<file path="config.mk">
export PLATFORM = sky130hd
export DESIGN_NAME = onchip_mem_stream_reader_flat
export DESIGN_NICKNAME = d
export VERILOG_FILES = /design/src/rtl/onchip_mem_stream_reader_if.sv /design/src/rtl/onchip_mem_stream_reader.sv /design/src/flat_wrapper.sv
export SDC_FILE = /design/constraint.sdc
export NUM_CORES = 1
export LEC_CHECK = 0
export CORE_UTILIZATION = 25
export CTS_CLUSTER_DIAMETER = 100
export CTS_CLUSTER_SIZE = 28
export DETAILED_ROUTE_END_ITERATION = 10
export GPL_TIMING_DRIVEN = 0
export RECOVER_POWER = 25
export SLEW_MARGIN = 10
export SYNTH_ARGS = -nofsm -noshare
export SYNTH_HDL_FRONTEND = slang
export SYNTH_SLANG_ARGS = --single-unit
export TNS_END_PERCENT = 5
</file>
<file path="constraint.sdc">
create_clock -name clk -period 3.3 [get_ports clk]
set_input_delay 0.66 -clock clk [delete_from_list [all_inputs] [get_ports clk]]
set_output_delay 0.66 -clock clk [all_outputs]
set_load 0.01 [all_outputs]
</file>
<file path="src/rtl/onchip_mem_stream_reader_if.sv">
// onchip_mem_stream_reader_if
// Bus bundle between the stream reader, the on-chip RAM (Avalon-MM read side)
// and the downstream Avalon-ST sink. The master modport is the reader's view.
interface onchip_mem_stream_reader_if #(
  parameter int ADDR_W = 18,
  parameter int DATA_W = 32
);
  // Avalon-MM RAM side
  logic [ADDR_W-1:0] mem_address_o;
  logic              mem_chipselect_o;
  logic              mem_write_o;
  logic [3:0]        mem_byteenable_o;
  logic              mem_clken_o;
  logic [DATA_W-1:0] mem_readdata_i;

  // Avalon-ST source side
  logic              src_valid_o;
  logic [DATA_W-1:0] src_data_o;
  logic              src_sop_o;
  logic              src_eop_o;
  logic              src_ready_i;

  modport master (
    output mem_address_o,
    output mem_chipselect_o,
    output mem_write_o,
    output mem_byteenable_o,
    output mem_clken_o,
    input  mem_readdata_i,
    output src_valid_o,
    output src_data_o,
    output src_sop_o,
    output src_eop_o,
    input  src_ready_i
  );

  modport slave (
    input  mem_address_o,
    input  mem_chipselect_o,
    input  mem_write_o,
    input  mem_byteenable_o,
    input  mem_clken_o,
    output mem_readdata_i,
    input  src_valid_o,
    input  src_data_o,
    input  src_sop_o,
    input  src_eop_o,
    output src_ready_i
  );
endinterface

</file>
<file path="src/rtl/onchip_mem_stream_reader.sv">
// onchip_mem_stream_reader
// Avalon-MM read master that copies a block of words from the single-port
// on-chip RAM into an Avalon-ST source with SOP/EOP framing. Reads are issued
// only when the output FIFO plus the word in flight leave room, so the RAM is
// never read faster than the sink drains.
// Optional feature: define ONCHIP_RD_CHKSUM_EN to add chksum_o, the running
// modular sum of every word accepted by the sink.
module onchip_mem_stream_reader #(
  parameter int ADDR_W     = 18,
  parameter int DATA_W     = 32,
  parameter int MEM_WORDS  = 196608,
  parameter int FIFO_DEPTH = 4
) (
  input  logic                 clk,
  input  logic                 reset_n,
  input  logic                 start_i,
  input  logic [ADDR_W-1:0]    start_addr_i,
  input  logic [ADDR_W-1:0]    word_cnt_i,
  input  logic                 abort_i,
  output logic                 busy_o,
  output logic                 done_o,
  output logic                 err_o,
`ifdef ONCHIP_RD_CHKSUM_EN
  output logic [DATA_W-1:0]    chksum_o,
`endif
  onchip_mem_stream_reader_if.master bus
);

  localparam int PTR_W = (FIFO_DEPTH > 1) ? $clog2(FIFO_DEPTH) : 1;
  localparam int CNT_W = $clog2(FIFO_DEPTH) + 1;

  typedef enum logic [1:0] {
    IDLE  = 2'd0,
    RUN   = 2'd1,
    DRAIN = 2'd2
  } state_t;

  // A start is legal when the count is non-zero and the block ends inside the
  // RAM; the sum is one bit wider so an overflowing block cannot alias.
  function automatic logic range_ok(input logic [ADDR_W-1:0] addr,
                                    input logic [ADDR_W-1:0] cnt);
    logic [ADDR_W:0] end_excl;
    end_excl = {1'b0, addr} + {1'b0, cnt};
    return (cnt != '0) && (end_excl <= (ADDR_W+1)'(MEM_WORDS));
  endfunction

`ifdef ONCHIP_RD_CHKSUM_EN
  // Modular accumulate: carry out of the top bit is dropped on purpose.
  function automatic logic [DATA_W-1:0] chk_add(input logic [DATA_W-1:0] acc,
                                                input logic [DATA_W-1:0] word);
    return acc + word;
  endfunction
`endif

  state_t              state_q;
  state_t              state_nxt;
  logic [ADDR_W-1:0]   addr_q;
  logic [ADDR_W-1:0]   remain_q;
  logic [ADDR_W-1:0]   total_q;
  logic [ADDR_W-1:0]   out_cnt_q;
  logic                vld_p1;
  logic [PTR_W-1:0]    wr_ptr_q;
  logic [PTR_W-1:0]    rd_ptr_q;
  logic [CNT_W-1:0]    fifo_cnt_q;
  logic [DATA_W-1:0]   fifo_mem [FIFO_DEPTH];
  logic                err_q;

  logic                issue_p0;
  logic                done_c;
  logic                start_ok;
  logic                start_bad;
  logic                abort_c;
  logic                credit_ok;
  logic [CNT_W-1:0]    credit_used;
  logic                push;
  logic                pop;
  logic                src_valid;

  // Credit counts both buffered words and the read whose data is still on the bus.
  assign credit_used = fifo_cnt_q + CNT_W'(vld_p1);
  assign credit_ok   = credit_used < CNT_W'(FIFO_DEPTH);
  assign abort_c     = abort_i && (state_q != IDLE);
  assign src_valid   = (fifo_cnt_q != '0);
  assign pop         = src_valid && bus.src_ready_i;
  assign push        = vld_p1 && !abort_c;

  // FSM next-state and per-cycle strobes
  always_comb begin
    state_nxt = state_q;
    issue_p0  = 1'b0;
    done_c    = 1'b0;
    start_ok  = 1'b0;
    start_bad = 1'b0;
    unique case (state_q)
      IDLE: begin
        if (start_i) begin
          if (range_ok(start_addr_i, word_cnt_i)) begin
            start_ok  = 1'b1;
            state_nxt = RUN;
          end else begin
            start_bad = 1'b1;
          end
        end
      end
      RUN: begin
        if (abort_i) begin
          state_nxt = IDLE;
        end else if (credit_ok) begin
          issue_p0 = 1'b1;
          if (remain_q == ADDR_W'(1)) state_nxt = DRAIN;
        end
      end
      DRAIN: begin
        if (abort_i) begin
          state_nxt = IDLE;
        end else if ((fifo_cnt_q == '0) && !vld_p1) begin
          done_c    = 1'b1;
          state_nxt = IDLE;
        end
      end
      default: state_nxt = IDLE;
    endcase
  end

  // FSM state register
  always_ff @(posedge clk or negedge reset_n) begin
    if (!reset_n) state_q <= IDLE;
    else          state_q <= state_nxt;
  end

  // ---- stage p0: read issue, address and remaining-count tracking ----
  // Address and counts latch on an accepted start and step on every issue.
  always_ff @(posedge clk or negedge reset_n) begin
    if (!reset_n) begin
      addr_q   <= '0;
      remain_q <= '0;
      total_q  <= '0;
    end else if (start_ok) begin
      addr_q   <= start_addr_i;
      remain_q <= word_cnt_i;
      total_q  <= word_cnt_i;
    end else if (issue_p0) begin
      addr_q   <= addr_q + ADDR_W'(1);
      remain_q <= remain_q - ADDR_W'(1);
    end
  end

  // ---- stage p1: read data on the bus, captured into the FIFO ----
  // In-flight flag; abort suppresses new issues so the flag clears with it.
  always_ff @(posedge clk or negedge reset_n) begin
    if (!reset_n) vld_p1 <= 1'b0;
    else          vld_p1 <= issue_p0;
  end

  // FIFO pointers and occupancy; abort flushes everything in one edge.
  always_ff @(posedge clk or negedge reset_n) begin
    if (!reset_n) begin
      wr_ptr_q   <= '0;
      rd_ptr_q   <= '0;
      fifo_cnt_q <= '0;
    end else if (abort_c) begin
      wr_ptr_q   <= '0;
      rd_ptr_q   <= '0;
      fifo_cnt_q <= '0;
    end else begin
      if (push) wr_ptr_q <= wr_ptr_q + PTR_W'(1);
      if (pop)  rd_ptr_q <= rd_ptr_q + PTR_W'(1);
      unique case ({push, pop})
        2'b10:   fifo_cnt_q <= fifo_cnt_q + CNT_W'(1);
        2'b01:   fifo_cnt_q <= fifo_cnt_q - CNT_W'(1);
        default: fifo_cnt_q <= fifo_cnt_q;
      endcase
    end
  end

  // FIFO storage; pure data, written only on push.
  always_ff @(posedge clk) begin
    if (push) fifo_mem[wr_ptr_q] <= bus.mem_readdata_i;
  end

  // ---- stage p2: stream output (first-word-fall-through) ----
  // Position of the next word handed to the sink, for SOP/EOP marking.
  always_ff @(posedge clk or negedge reset_n) begin
    if (!reset_n)      out_cnt_q <= '0;
    else if (start_ok) out_cnt_q <= '0;
    else if (pop)      out_cnt_q <= out_cnt_q + ADDR_W'(1);
  end

  // Rejected start reported one cycle after the attempt.
  always_ff @(posedge clk or negedge reset_n) begin
    if (!reset_n) err_q <= 1'b0;
    else          err_q <= start_bad;
  end

`ifdef ONCHIP_RD_CHKSUM_EN
  // Running sum of accepted words; cleared only by a new accepted start.
  always_ff @(posedge clk or negedge reset_n) begin
    if (!reset_n)      chksum_o <= '0;
    else if (start_ok) chksum_o <= '0;
    else if (pop)      chksum_o <= chk_add(chksum_o, bus.src_data_o);
  end
`endif

  assign busy_o = (state_q != IDLE);
  assign done_o = done_c;
  assign err_o  = err_q;

  assign bus.mem_address_o    = addr_q;
  assign bus.mem_chipselect_o = issue_p0;
  assign bus.mem_write_o      = 1'b0;
  assign bus.mem_byteenable_o = 4'hF;
  assign bus.mem_clken_o      = 1'b1;

  // Data is forced to zero while nothing is valid so idle/reset outputs are clean.
  assign bus.src_valid_o = src_valid;
  assign bus.src_data_o  = src_valid ? fifo_mem[rd_ptr_q] : '0;
  assign bus.src_sop_o   = src_valid && (out_cnt_q == '0);
  assign bus.src_eop_o   = src_valid && (out_cnt_q == (total_q - ADDR_W'(1)));

endmodule
</file>
<file path="src/flat_wrapper.sv">
// flat-port wrapper written by rule: the top's interface ports become plain ports
module onchip_mem_stream_reader_flat 
#(
  parameter int ADDR_W     = 18,
  parameter int DATA_W     = 32,
  parameter int MEM_WORDS  = 196608,
  parameter int FIFO_DEPTH = 4
)
  (clk, reset_n, start_i, start_addr_i, word_cnt_i, abort_i, busy_o, done_o, err_o, bus_mem_address_o, bus_mem_chipselect_o, bus_mem_write_o, bus_mem_byteenable_o, bus_mem_clken_o, bus_mem_readdata_i, bus_src_valid_o, bus_src_data_o, bus_src_sop_o, bus_src_eop_o, bus_src_ready_i);
  onchip_mem_stream_reader_if #(.ADDR_W(ADDR_W), .DATA_W(DATA_W)) bus_i ();
  input  logic clk;
  input  logic reset_n;
  input  logic start_i;
  input  logic [ADDR_W-1:0] start_addr_i;
  input  logic [ADDR_W-1:0] word_cnt_i;
  input  logic abort_i;
  output logic busy_o;
  output logic done_o;
  output logic err_o;
  output wire logic [$bits(bus_i.mem_address_o)-1:0] bus_mem_address_o;
  output wire logic [$bits(bus_i.mem_chipselect_o)-1:0] bus_mem_chipselect_o;
  output wire logic [$bits(bus_i.mem_write_o)-1:0] bus_mem_write_o;
  output wire logic [$bits(bus_i.mem_byteenable_o)-1:0] bus_mem_byteenable_o;
  output wire logic [$bits(bus_i.mem_clken_o)-1:0] bus_mem_clken_o;
  input wire logic [$bits(bus_i.mem_readdata_i)-1:0] bus_mem_readdata_i;
  output wire logic [$bits(bus_i.src_valid_o)-1:0] bus_src_valid_o;
  output wire logic [$bits(bus_i.src_data_o)-1:0] bus_src_data_o;
  output wire logic [$bits(bus_i.src_sop_o)-1:0] bus_src_sop_o;
  output wire logic [$bits(bus_i.src_eop_o)-1:0] bus_src_eop_o;
  input wire logic [$bits(bus_i.src_ready_i)-1:0] bus_src_ready_i;
  assign bus_mem_address_o = bus_i.mem_address_o;
  assign bus_mem_chipselect_o = bus_i.mem_chipselect_o;
  assign bus_mem_write_o = bus_i.mem_write_o;
  assign bus_mem_byteenable_o = bus_i.mem_byteenable_o;
  assign bus_mem_clken_o = bus_i.mem_clken_o;
  assign bus_i.mem_readdata_i = bus_mem_readdata_i;
  assign bus_src_valid_o = bus_i.src_valid_o;
  assign bus_src_data_o = bus_i.src_data_o;
  assign bus_src_sop_o = bus_i.src_sop_o;
  assign bus_src_eop_o = bus_i.src_eop_o;
  assign bus_i.src_ready_i = bus_src_ready_i;
  onchip_mem_stream_reader #(.ADDR_W(ADDR_W), .DATA_W(DATA_W), .MEM_WORDS(MEM_WORDS), .FIFO_DEPTH(FIFO_DEPTH)) u_core (.clk(clk), .reset_n(reset_n), .start_i(start_i), .start_addr_i(start_addr_i), .word_cnt_i(word_cnt_i), .abort_i(abort_i), .busy_o(busy_o), .done_o(done_o), .err_o(err_o), .bus(bus_i));
endmodule
</file>
==> results by group, run 1 <==
Floorplanning
  • Initial Utilization: between 20% and 30%
  • Die area: 44440 sq um
  • Die height: between 200 and 250 um
  • Core footprint: approximately 43000 sq um
  • Row count: 76
  • I/O pins: 136
  • Die Wd: 210.8 um

Clock network
  • Clock transition at path regs: ~0.10 ns
  • Clock sinks: between 200 and 250
  • Htree depth: 1
  • CTS buffer count: 13
  • Worst-skew pair later-pin latency: 0.50 ns
  • Clock buffer depth: 3
  • Root Driver: clkbuf_16
  • CTS tree: built
  • Cts hold-fix bufs: 0

Routing
  • Vias after detailed routing: 7925
  • DRT Pass-1 Iters: 5
  • Total wire length: 29350 um
  • DRC viols: 0
  • Vias per cell: 4.687
  • Wirelength per Cell: between 15 and 20 um
  • Antenna viol nets, final: 0
  • Iter 0 DRT Violations: approximately 470

Pwr
  • Clock share of power: roughly 17%
  • Internal power: 6.422 mW
  • Sw Pwr: between 3 and 4 mW
  • Switching part of the total: 35.07%
  • Gate power share: around 45%
  • Total power: 9.892 mW
  • Leakage: about 5.5 nW
  • Sequential group share of total power: between 30 and 40%
  • Power density cells: between 600 and 700 nW/um^2
  • Worst vdd ir: approximately 0.33 mV

Placed design
  • DP Wirelength: between 20000 and 25000 um
  • Gpl congestion: around 0.87
  • Dpl ws: -1.934 ns
  • Placed cell count: approximately 1.6k
  • Port Buf Inserts: 129
  • Placement Cell Area: roughly 13000 sq um

STA
  • Final Max Slew Viols: 30
  • Final hold violation count: 0
  • Final setup margin: -0.4538 ns
  • Setup TNS: -1.555 ns
  • Worst-margin pin slew: 1.622 ns
  • RSZ-0062 raised after global routing: true
  • Crit share post-route: 113.8%
  • Worst relative slew slack: -8.149%
  • Skew final: ~0.04 ns
  • Min Tclk post-route: 3.754 ns
  • Fmax: 266.4 MHz
  • Final setup violation count: 29

Cells and area
  • Layout cells sized above 1: between 20 and 25%
  • FF+latch area: around 5900 sq um
  • Layout area overhead: 32.43%
  • Final Net Count: approximately 1.2k
  • Diode count: 0
  • Final non-filler cell total: around 1.7k
  • Filler cells: approximately 4.3k
  • Design area: roughly 14000 sq um
  • Footprint of the multi-input gates: slightly above 5000 sq um

Setup path
  • Critical path data required time: between 2 and 3 ns
  • Crit Path Max Fanout: 4
  • Crit start category: flip-flop
  • CP arrival: slightly above 3 ns
  • R2R depth: 9
  • CP Capture Type: primary output
  • CP Class: flip-flop to primary output

GRT
  • Global route total overflow: 0
  • First-pass GRT wire length: between 40000 and 50000 um
  • Initial antenna violation count: 0
  • Largest net degree at the start of global routing: between 50 and 60
  • Vias in the first global route: 8127
  • GR Util All Layers: 13.13%

Synth
  • #FFs+latches synth: ~210
  • Synth unique cells: 67
  • Post-synth ARST share: 39.34%
  • Avg Cell Area, Syn: approximately 12 sq um
  • Main flop type after synthesis: edfxtp_1
  • Largest family of logic cells by synthesized area: simple AND/OR/NAND/NOR gates
  • Top-area cell type share of the netlist area: approximately a third
  • Top cells by area, synth: edfxtp_1, dfrtp_1, mux4_2, ha_1, xor2_1
  • Multiplexer share of the synthesized area: 9.850%
  • Commonest cells post-synth: edfxtp_1, dfrtp_1, nand2_1
  • Register area share after synthesis: about 54%
  • Total number of yosys warnings: 0
  • Post-synth EDFFs: 128
  • Synth Area in XOR/XNOR: 4.982%
  • Cells after Synth: 906
  • Synth Area in Compound Gates: under 10%
  • Largest area contributor in the netlist: edfxtp_1
  • Post-Synth Adder-Cell Area: 3.696%
  • Mapped Area: about 11000 sq um
  • Synth Area in Simple Gates: between 10% and 20%
  • Top-count cell post-synth: edfxtp_1

Outcome
  • Failing checks: capacitance limit, slew limit, setup timing
  • Run status: finished, violations left

Min path
  • Hold path depth: 3
  • Worst min path class: primary input to flip-flop

Flow run
  • Max-cap violations: 1
## metrics by stage
| stage | hold slack [ns] | utilization, % |
|---|---|---|
| after floorplan | 0.3644 | - |
| after global placement | 0.5201 | 30.08 |
| after detailed placement | 0.5246 | 30.38 |
| after CTS | 0.08863 | 32.83 |
| after global routing | 0.4689 | 33.51 |
| final | 0.4633 | 33.51 |
## sequential cells by signal, summed over array words and instances (netlist names)
| signal | flops |
|---|---|
| u_core.rd_ptr_q | 2 |
| u_core.out_cnt_q | 18 |
| u_core.fifo_mem | 128 |
| u_core.err_o | 1 |
| u_core.total_q | 18 |
| u_core.wr_ptr_q | 2 |
| u_core.state_q | 2 |
| u_core.vld_p1 | 1 |
| u_core.fifo_cnt_q | 3 |
| u_core.remain_q | 18 |
| u_core.bus.mem_address_o | 18 |
## cells by family after synthesis
group	after synthesis
muxes	58
adders and majority gates	31
other	2
and+or+nand+nor	338
xor gates and xnor gates	62
DFF	211
AOI/OAI and AO/OA	138
buffers and inverters	66
## critical path, cell delays in order (launching register included)
cell and delay, ns:
dfrtp_1 0.40, buf_4 0.14, nor2_4 0.11, nand2_1 0.07
or3_4 0.35, or3_4 0.42, nor3_4 0.16, xnor2_2 0.14
o211ai_1 0.12, nor4b_2 0.30, and4_1 0.25, buf_2 0.14
## repair_timing
action                     4_1_cts  5_1_grt
gates cloned                     2        1
setup endpoints to repair      108      103
gates resized for setup        167       88
setup buffers                   29       13
pin swaps                       33       32
## power by group through the flow
stage / Clock (mW) / Combinational [mW] / Sequential [mW]
2_1_floorplan: 0 / 2.38 / 3.71
3_3_place_gp: 0 / 3.89 / 3.77
3_5_place_dp: 0 / 3.97 / 3.79
4_1_cts: 1.80 / 4.32 / 3.73
5_1_grt: 1.88 / 4.82 / 3.83
6_report: 1.72 / 4.43 / 3.74
## cells in the final DEF (no fill, tap or decap), drive strengths merged, types with 28 or more instances in the layout
master	count
dfrtp	83
buf	77
xnor2	28
and2	38
nor2	72
nand2	75
clkbuf	46
o21ai	45
and3	29
edfxtp	128
clkdlybuf4s50	94
nand3	30
ha	29
xor2	34
mux4	32
## final cells by class
class                           count  share of cell area, %
Sequential cell                   211                  41.03
Clock inverter                      5                 0.4508
Timing Repair Buffer              179                  12.30
Buffer                             44                  2.462
Multi-Input combinational cell    633                  35.87
Inverter                           18                 0.4854
Clock buffer                       16                  2.332
Tap cell                          585                  5.071
## final timing paths
path                                startpoint                     endpoint  slack [ns]
max                          u_core.total_q[1]                bus_src_eop_o       -0.45
min                            start_addr_i[5]  u_core.bus.mem_address_o[5]        0.46
max reg2reg                      u_core.vld_p1          u_core.remain_q[13]        0.37
min reg2reg                u_core.remain_q[15]          u_core.remain_q[15]        0.53
max in group asynchronous              reset_n           u_core.total_q[10]        0.43
min in group asynchronous              reset_n         u_core.fifo_cnt_q[1]        0.57
## layer usage
metal | track usage, % | vias up | share of wire, %
met2 | 22.23 | 218 | 49
li1 | - | 3731 | -
met4 | 4.023 | 0 | 2.6
met3 | 1.383 | 38 | 4.6
met1 | 17.64 | 3938 | 44
met5 | 0 | - | 0
No activity file was read; power rests on OpenSTA's default activity.
==> inputs of run 2 (changes only) <==
PLACE_DENSITY = 0.45   (was unset)
==> results by group, run 2 (synthesis results as in run 1) <==
STA
  • Crit share post-route: 114.2% (+0.42 points)
  • Final hold violation count: 0 (unchanged)
  • Min Tclk post-route: 3.768 ns (+0.01401 ns)
  • Final setup violation count: 44 (+52%)
  • Fmax: 265.4 MHz (-0.37%)
  • Worst relative slew slack: -71.25% (-63 points)
  • Worst-margin pin slew: 2.569 ns (+0.9465 ns)
  • Final Max Slew Viols: 41 (+37%)
  • RSZ-0062 raised after global routing: true
  • Hold Slack: 0.4969 ns (+0.03357 ns)
  • Final setup margin: -0.4678 ns (-0.01401 ns)
  • Skew final: 0.02705 ns (-0.01282 ns)

Routing
  • DRT Pass-1 Iters: 5 (unchanged)
  • Antenna viol nets, final: 0 (unchanged)
  • Wirelength per Cell: 18.35 um (+5.7%)
  • Vias after detailed routing: 7831 (-1.2%)
  • DRC viols: 0 (unchanged)
  • Vias per cell: 4.670 (-0.36%)
  • Iter 0 DRT Violations: 466 (-1.1%)
  • Total wire length: 30770 um (+4.9%)

Floorplanning
  • Die area: 44440 sq um (unchanged)
  • Core footprint: 43080 sq um (unchanged)
  • Die height: 210.8 um (unchanged)
  • Row count: 76 (unchanged)
  • Die Wd: 210.8 um (unchanged)
  • I/O pins: 136 (unchanged)
  • Initial Utilization: 25.30% (unchanged)

Cells and area
  • Layout area overhead: 31.83%
  • Layout cells sized above 1: 22.07% (-0.90 points)
  • Final non-filler cell total: 1677 (-0.83%)
  • Final Net Count: 1189 (-1.2%)
  • Most common cell after layout, fill and taps aside: edfxtp_1
  • Largest register FFs: 128 (unchanged)
  • Register with the most flip-flops: u_core.fifo_mem
  • Final core utilization: 33.36% (-0.15 points)
  • Diode count: 0 (unchanged)
  • Most frequent cells in the layout: edfxtp_1, dfrtp_1, clkdlybuf4s50_1, nand2_1, nor2_1
  • Design area: 14370 sq um (-0.45%)
  • Filler cells: 4300 (+0.96%)

Clock network
  • CTS tree: built
  • Htree depth: 1 (unchanged)
  • Clock sinks: 211 (unchanged)
  • Clock buffer depth: 3 (unchanged)
  • Worst-skew pair later-pin latency: 0.50 ns (about the same)
  • Root Driver: clkbuf_16
  • Clock transition at path regs: 0.10 ns (about the same)
  • CTS buffer count: 13 (unchanged)

GRT
  • Largest net degree at the start of global routing: 44 (-21%)
  • First-pass GRT wire length: 47550 um (+3.7%)
  • Vias in the first global route: 8171 (+0.54%)
  • GR Util All Layers: 13.88% (+0.74 points)
  • Initial antenna violation count: 0 (unchanged)
  • Global route total overflow: 0 (unchanged)

Pwr
  • Power density cells: 696.5 nW/um^2 (+1.6%)
  • Leakage: 5.409 nW (-1.1%)
  • Total power: 10.01 mW (+1.2%)
  • Worst vdd ir: 0.2875 mV (-13%)

Outcome
  • Failing checks: capacitance limit, slew limit, setup timing
  • Run status: finished, violations left

Setup path
  • Worst stage delay on the critical path: 0.50 ns (+0.08 ns)
  • CP Capture Type: primary output
  • CP max-delay cell: or4_4
  • CP top delay family: simple AND/OR/NAND/NOR gates
  • Crit Path Max Fanout: 4 (unchanged)
  • CP arrival: 3.11 ns (+0.02 ns)
  • Critical path cell sequence: inv_2 -> ha_2 -> nand3b_1 -> or2_4 -> or4_4 -> or3b_4 -> nand3_1 -> o21ai_0 -> o22ai_1 -> and4_1 -> buf_2
  • Buffers and inverters on the worst path: 2 (unchanged)
  • Critical path data required time: 2.64 ns (about the same)
  • Crit start category: flip-flop
  • CP Class: flip-flop to primary output

Placed design
  • DP Wirelength: 21530 um (+6.3%)
  • Gpl congestion: 0.8112 (-7.2%)
  • Placement Cell Area: 13090 sq um (unchanged)
  • Placed cell count: 1630 (+0.061%)
  • Port Buf Inserts: 129 (unchanged)

Flow run
  • Max-cap violations: 1 (unchanged)

Min path
  • Worst min path class: primary input to flip-flop
[run 2: power by group]
group	internal (mW)	total, mW	switching, mW
combinational	2.38	4.45	2.08
clock	0.797	1.81	1.01
sequential	3.27	3.75	0.476
total	6.44	10.0	3.56
[run 2: timing repair]
item / CTS / global route
resized for setup: 166 / 84
endpoints found under the setup margin: 108 / 106
pin swaps: 28 / 36
buffers inserted: 22 / 6
hold buffers: 0 / 0
cloned: 2 / 0
[run 2: cell type report]
class,count,area [sq um],area share [%]
Tap cell,585,732.0,5.094
Clock buffer,16,336.6,2.342
Multi-Input combinational cell,633,5200,36.19
Inverter,18,71.32,0.4963
Clock inverter,6,86.33,0.6008
Sequential cell,211,5922,41.21
Buffer,43,370.4,2.577
Timing Repair Buffer,165,1650,11.49
[run 2: worst reg2reg max path, cell delays in order, from the launching register on]
cell and delay [ns]:
dfrtp_1 0.43, nand3_1 0.13, or2_2 0.34, nor2_1 0.28
and3_1 0.27, nand3_1 0.16, or3_1 0.44, and3_1 0.20
a311oi_1 0.20, o21ai_0 0.12
[run 2: final timing paths]
| kind | startpoint | to | slack [ns] | cells after the start |
|---|---|---|---|---|
| setup / recovery | u_core.total_q[1] | bus_src_eop_o | -0.47 | 11 |
| hold / removal | start_addr_i[1] | u_core.bus.mem_address_o[1] | 0.50 | 2 |
| setup reg to reg | u_core.bus.mem_address_o[0] | u_core.bus.mem_address_o[17] | 0.60 | 9 |
| hold reg to reg | u_core.remain_q[7] | u_core.remain_q[7] | 0.53 | 2 |
| max in group asynchronous | reset_n | u_core.vld_p1 | 0.69 | 1 |
| min in group asynchronous | reset_n | u_core.out_cnt_q[12] | 0.94 | 1 |
[run 2: through the flow]
| step | worst slack [ns] | TNS, ns |
|---|---|---|
| after global placement | -2.064 | -300.37 |
| after global routing | -0.6322 | -9.887 |
| after floorplan | -0.3035 | -16.56 |
| after detailed placement | -1.948 | -131.81 |
| final | -0.4678 | -1.710 |
| after CTS | -0.5444 | -4.684 |
[run 2: layer usage]
layer	GRT usage, %	vias to the layer above	wire length, um
li1	-	3701	-
met1	18.67	3930	14280
met2	23.30	155	14890
met3	1.621	45	960
met4	4.298	0	644
met5	0	-	0
==> inputs of run 3 (changes only) <==
==> constraint.sdc (replaced) <==
create_clock -name clk -period 3.3 [get_ports clk]
set_input_delay 0.66 -clock clk [delete_from_list [all_inputs] [get_ports clk]]
set_output_delay 0.66 -clock clk [all_outputs]
set_load 0.1 [all_outputs]
==> results by group, run 3 (synthesis results as in run 1) <==
Pwr
  • Sw Pwr: 6.229 mW (+75%)
  • Switching part of the total: 49.79% (+14 points)
  • Internal power: 6.281 mW (-2.5%)
  • Clock share of power: 16.1% (-2.0 points)
  • Leakage: 5.381 nW (-0.51%)
  • Sequential group share of total power: 29.9% (-7.5 points)
  • Power density cells: 883.5 nW/um^2 (+27%)
  • Gate power share: 54.0% (+9.5 points)
  • Total power: 12.51 mW (+25%)
  • Worst vdd ir: 0.5609 mV (+95%)

GRT
  • Met3 global-route usage: 1.799% (+0.18 points)
  • Vias in the first global route: 8179 (+0.098%)
  • GR Util All Layers: 14.06% (+0.19 points)
  • Initial antenna violation count: 0 (unchanged)
  • GR peak layer: met2
  • Global route total overflow: 0 (unchanged)
  • Largest net degree at the start of global routing: 57 (+30%)
  • First-pass GRT wire length: 48300 um (+1.6%)
  • Grt met2 use: 23.71% (+0.41 points)
  • Met1 Use GR: 18.74% (+0.070 points)

Setup path
  • Critical path data required time: 2.64 ns (about the same)
  • Reg2reg start: u_core.vld_p1
  • Flop-to-flop setup slack: 0.54 ns (-0.06 ns)
  • RR Endpoint: u_core.bus.mem_address_o[16]
  • R2R depth: 7 (-2)
  • CP arrival: 3.15 ns (+0.04 ns)
  • Crit start category: flip-flop
  • CP Capture Type: primary output
  • Crit Path Max Fanout: 4 (unchanged)
  • CP Class: flip-flop to primary output

Floorplanning
  • Initial Utilization: 25.30% (unchanged)
  • Die Wd: 210.8 um (unchanged)
  • Row count: 76 (unchanged)
  • Core footprint: 43080 sq um (unchanged)
  • Die height: 210.8 um (unchanged)
  • I/O pins: 136 (unchanged)
  • Die area: 44440 sq um (unchanged)

STA
  • Worst relative slew slack: -11.68% (+60 points)
  • Final setup margin: -0.5078 ns (-0.04000 ns)
  • Worst-margin pin slew: 1.675 ns (-0.8935 ns)
  • Skew final: 0.02654 ns (-0.0005145 ns)
  • Final setup violation count: 56 (+27%)
  • Final hold violation count: 0 (unchanged)
  • Final Max Slew Viols: 86 (+110%)
  • Setup TNS: -4.490 ns (-2.780 ns)
  • Fmax: 262.6 MHz (-1.1%)
  • RSZ-0062 raised after global routing: true
  • Crit share post-route: 115.4% (+1.2 points)
  • Min Tclk post-route: 3.808 ns (+0.04000 ns)

Clock network
  • Worst-skew pair later-pin latency: 0.51 ns (about the same)
  • Clock sinks: 211 (unchanged)
  • CTS tree: built
  • Clock transition at path regs: 0.10 ns (about the same)
  • CTS buffer count: 14 (+1)
  • Clock buffer depth: 3 (unchanged)
  • Htree depth: 1 (unchanged)
  • Root Driver: clkbuf_16

Cells and area
  • Register with the most flip-flops: u_core.fifo_mem
  • Most frequent cells in the layout: edfxtp_1, dfrtp_1, nand2_1, nor2_1, clkdlybuf4s50_1
  • Diode count: 0 (unchanged)
  • Layout cells sized above 1: 21.08% (-0.99 points)
  • Final non-filler cell total: 1676 (-0.060%)
  • Filler cells: 4316 (+0.37%)
  • Final core utilization: 32.87% (-0.49 points)
  • Most common cell after layout, fill and taps aside: edfxtp_1
  • Layout area overhead: 29.92%
  • Largest register FFs: 128 (unchanged)
  • Final Net Count: 1187 (-0.17%)

Outcome
  • Run status: finished, violations left
  • Failing checks: capacitance limit, slew limit, setup timing

Placed design
  • Dpl ws: -1.847 ns (+0.1012 ns)
  • Gpl congestion: 0.8130 (+0.22%)
  • Placed cell count: 1630 (unchanged)
  • Port Buf Inserts: 129 (unchanged)
  • DP Wirelength: 21360 um (-0.78%)

Flow run
  • Max-cap violations: 2 (+1)

Min path
  • Hold path depth: 2 (unchanged)
  • Worst min path class: primary input to flip-flop
  • Hold path endpoint: u_core.remain_q[0]
  • Hold_sp: word_cnt_i[0]

Routing
  • Wirelength per Cell: 18.32 um (-0.15%)
  • DRC viols: 0 (unchanged)
  • Vias after detailed routing: 7776 (-0.70%)
  • Vias per cell: 4.640 (-0.64%)
  • Antenna viol nets, final: 0 (unchanged)
  • DRT Pass-1 Iters: 5 (unchanged)
  • Iter 0 DRT Violations: 450 (-3.4%)
  • Total wire length: 30710 um (-0.20%)
## run 3: cell types whose count changed in the layout (fill, tap and decap cells not counted), moves of 3 or more
cell / before / now
clkdlybuf4s15_2: 3 / 9
dlygate4sd3_1: 16 / 5
dlygate4sd2_1: 18 / 41
o21ai_2: 10 / 1
nor2_1: 64 / 67
dlymetal6s2s_1: 3 / 0
clkbuf_2: 6 / 16
clkdlybuf4s50_1: 80 / 58
clkbuf_4: 7 / 2
o21ai_0: 30 / 37
## run 3: layer usage
layer	up-vias	wire length [um]
met5	-	0
met4	0	796
met3	48	1114
met2	165	14660
met1	3868	14140
li1	3695	-
## run 3: metrics by stage
stage / area [sq um] / hold slack, ns
detailed placement: 13110 / 0.5210
global route: 14160 / 0.4196
finish: 14160 / 0.4357
global placement: 12980 / 0.5222
floorplan: 10960 / 0.3644
CTS: 14130 / 0.07317
## run 3: worst max-delay path by stage
stage,startpoint,end,slack [ns]
floorplan,start_addr_i[0],u_core.total_q[10],-0.30
global placement,reset_n,u_core.err_o,-2.03
detailed placement,word_cnt_i[0],u_core.bus.mem_address_o[2],-1.85
CTS,u_core.total_q[2],bus_src_eop_o,-0.56
global route,u_core.total_q[2],bus_src_eop_o,-0.71
finish,u_core.total_q[0],bus_src_eop_o,-0.51
## run 3: final cells by class
class | count | area (sq um) | area share (%)
repair buffers | 162 | 1567 | 11.06
clock inverters | 6 | 107.6 | 0.7599
multi-input cells | 633 | 5050 | 35.66
clock buffers | 18 | 396.6 | 2.801
well taps | 585 | 732.0 | 5.169
flip-flops and latches | 211 | 5922 | 41.82
inverters | 18 | 70.07 | 0.4948
plain buffers | 43 | 315.3 | 2.227
## run 3: what timing repair did
item                       4_1_cts  5_1_grt
pin swaps                       28        4
gates cloned                     2        0
setup buffers                   25        0
gates resized for setup        209       42
setup endpoints to repair      111      107
hold buffers                     0        0
## run 3: worst max-delay path, stage by stage (launching register included)
cell and delay (ns):
dfrtp_1 0.42, inv_2 0.09, ha_4 0.14, nand3b_1 0.09, or2_4 0.28, or4_4 0.50
or3b_4 0.38, nand3_1 0.08, o21ai_1 0.06, o22ai_1 0.18, and4_4 0.26, buf_12 0.17
## run 3: power by group through the flow
stage / registers (mW) / logic, mW / clock network [mW]
floorplan: 4.43 / 4.37 / 0
global placement: 3.79 / 6.66 / 0
detailed placement: 3.79 / 6.70 / 0
CTS: 3.74 / 6.81 / 2.10
global route: 3.83 / 7.18 / 2.17
finish: 3.75 / 6.75 / 2.01
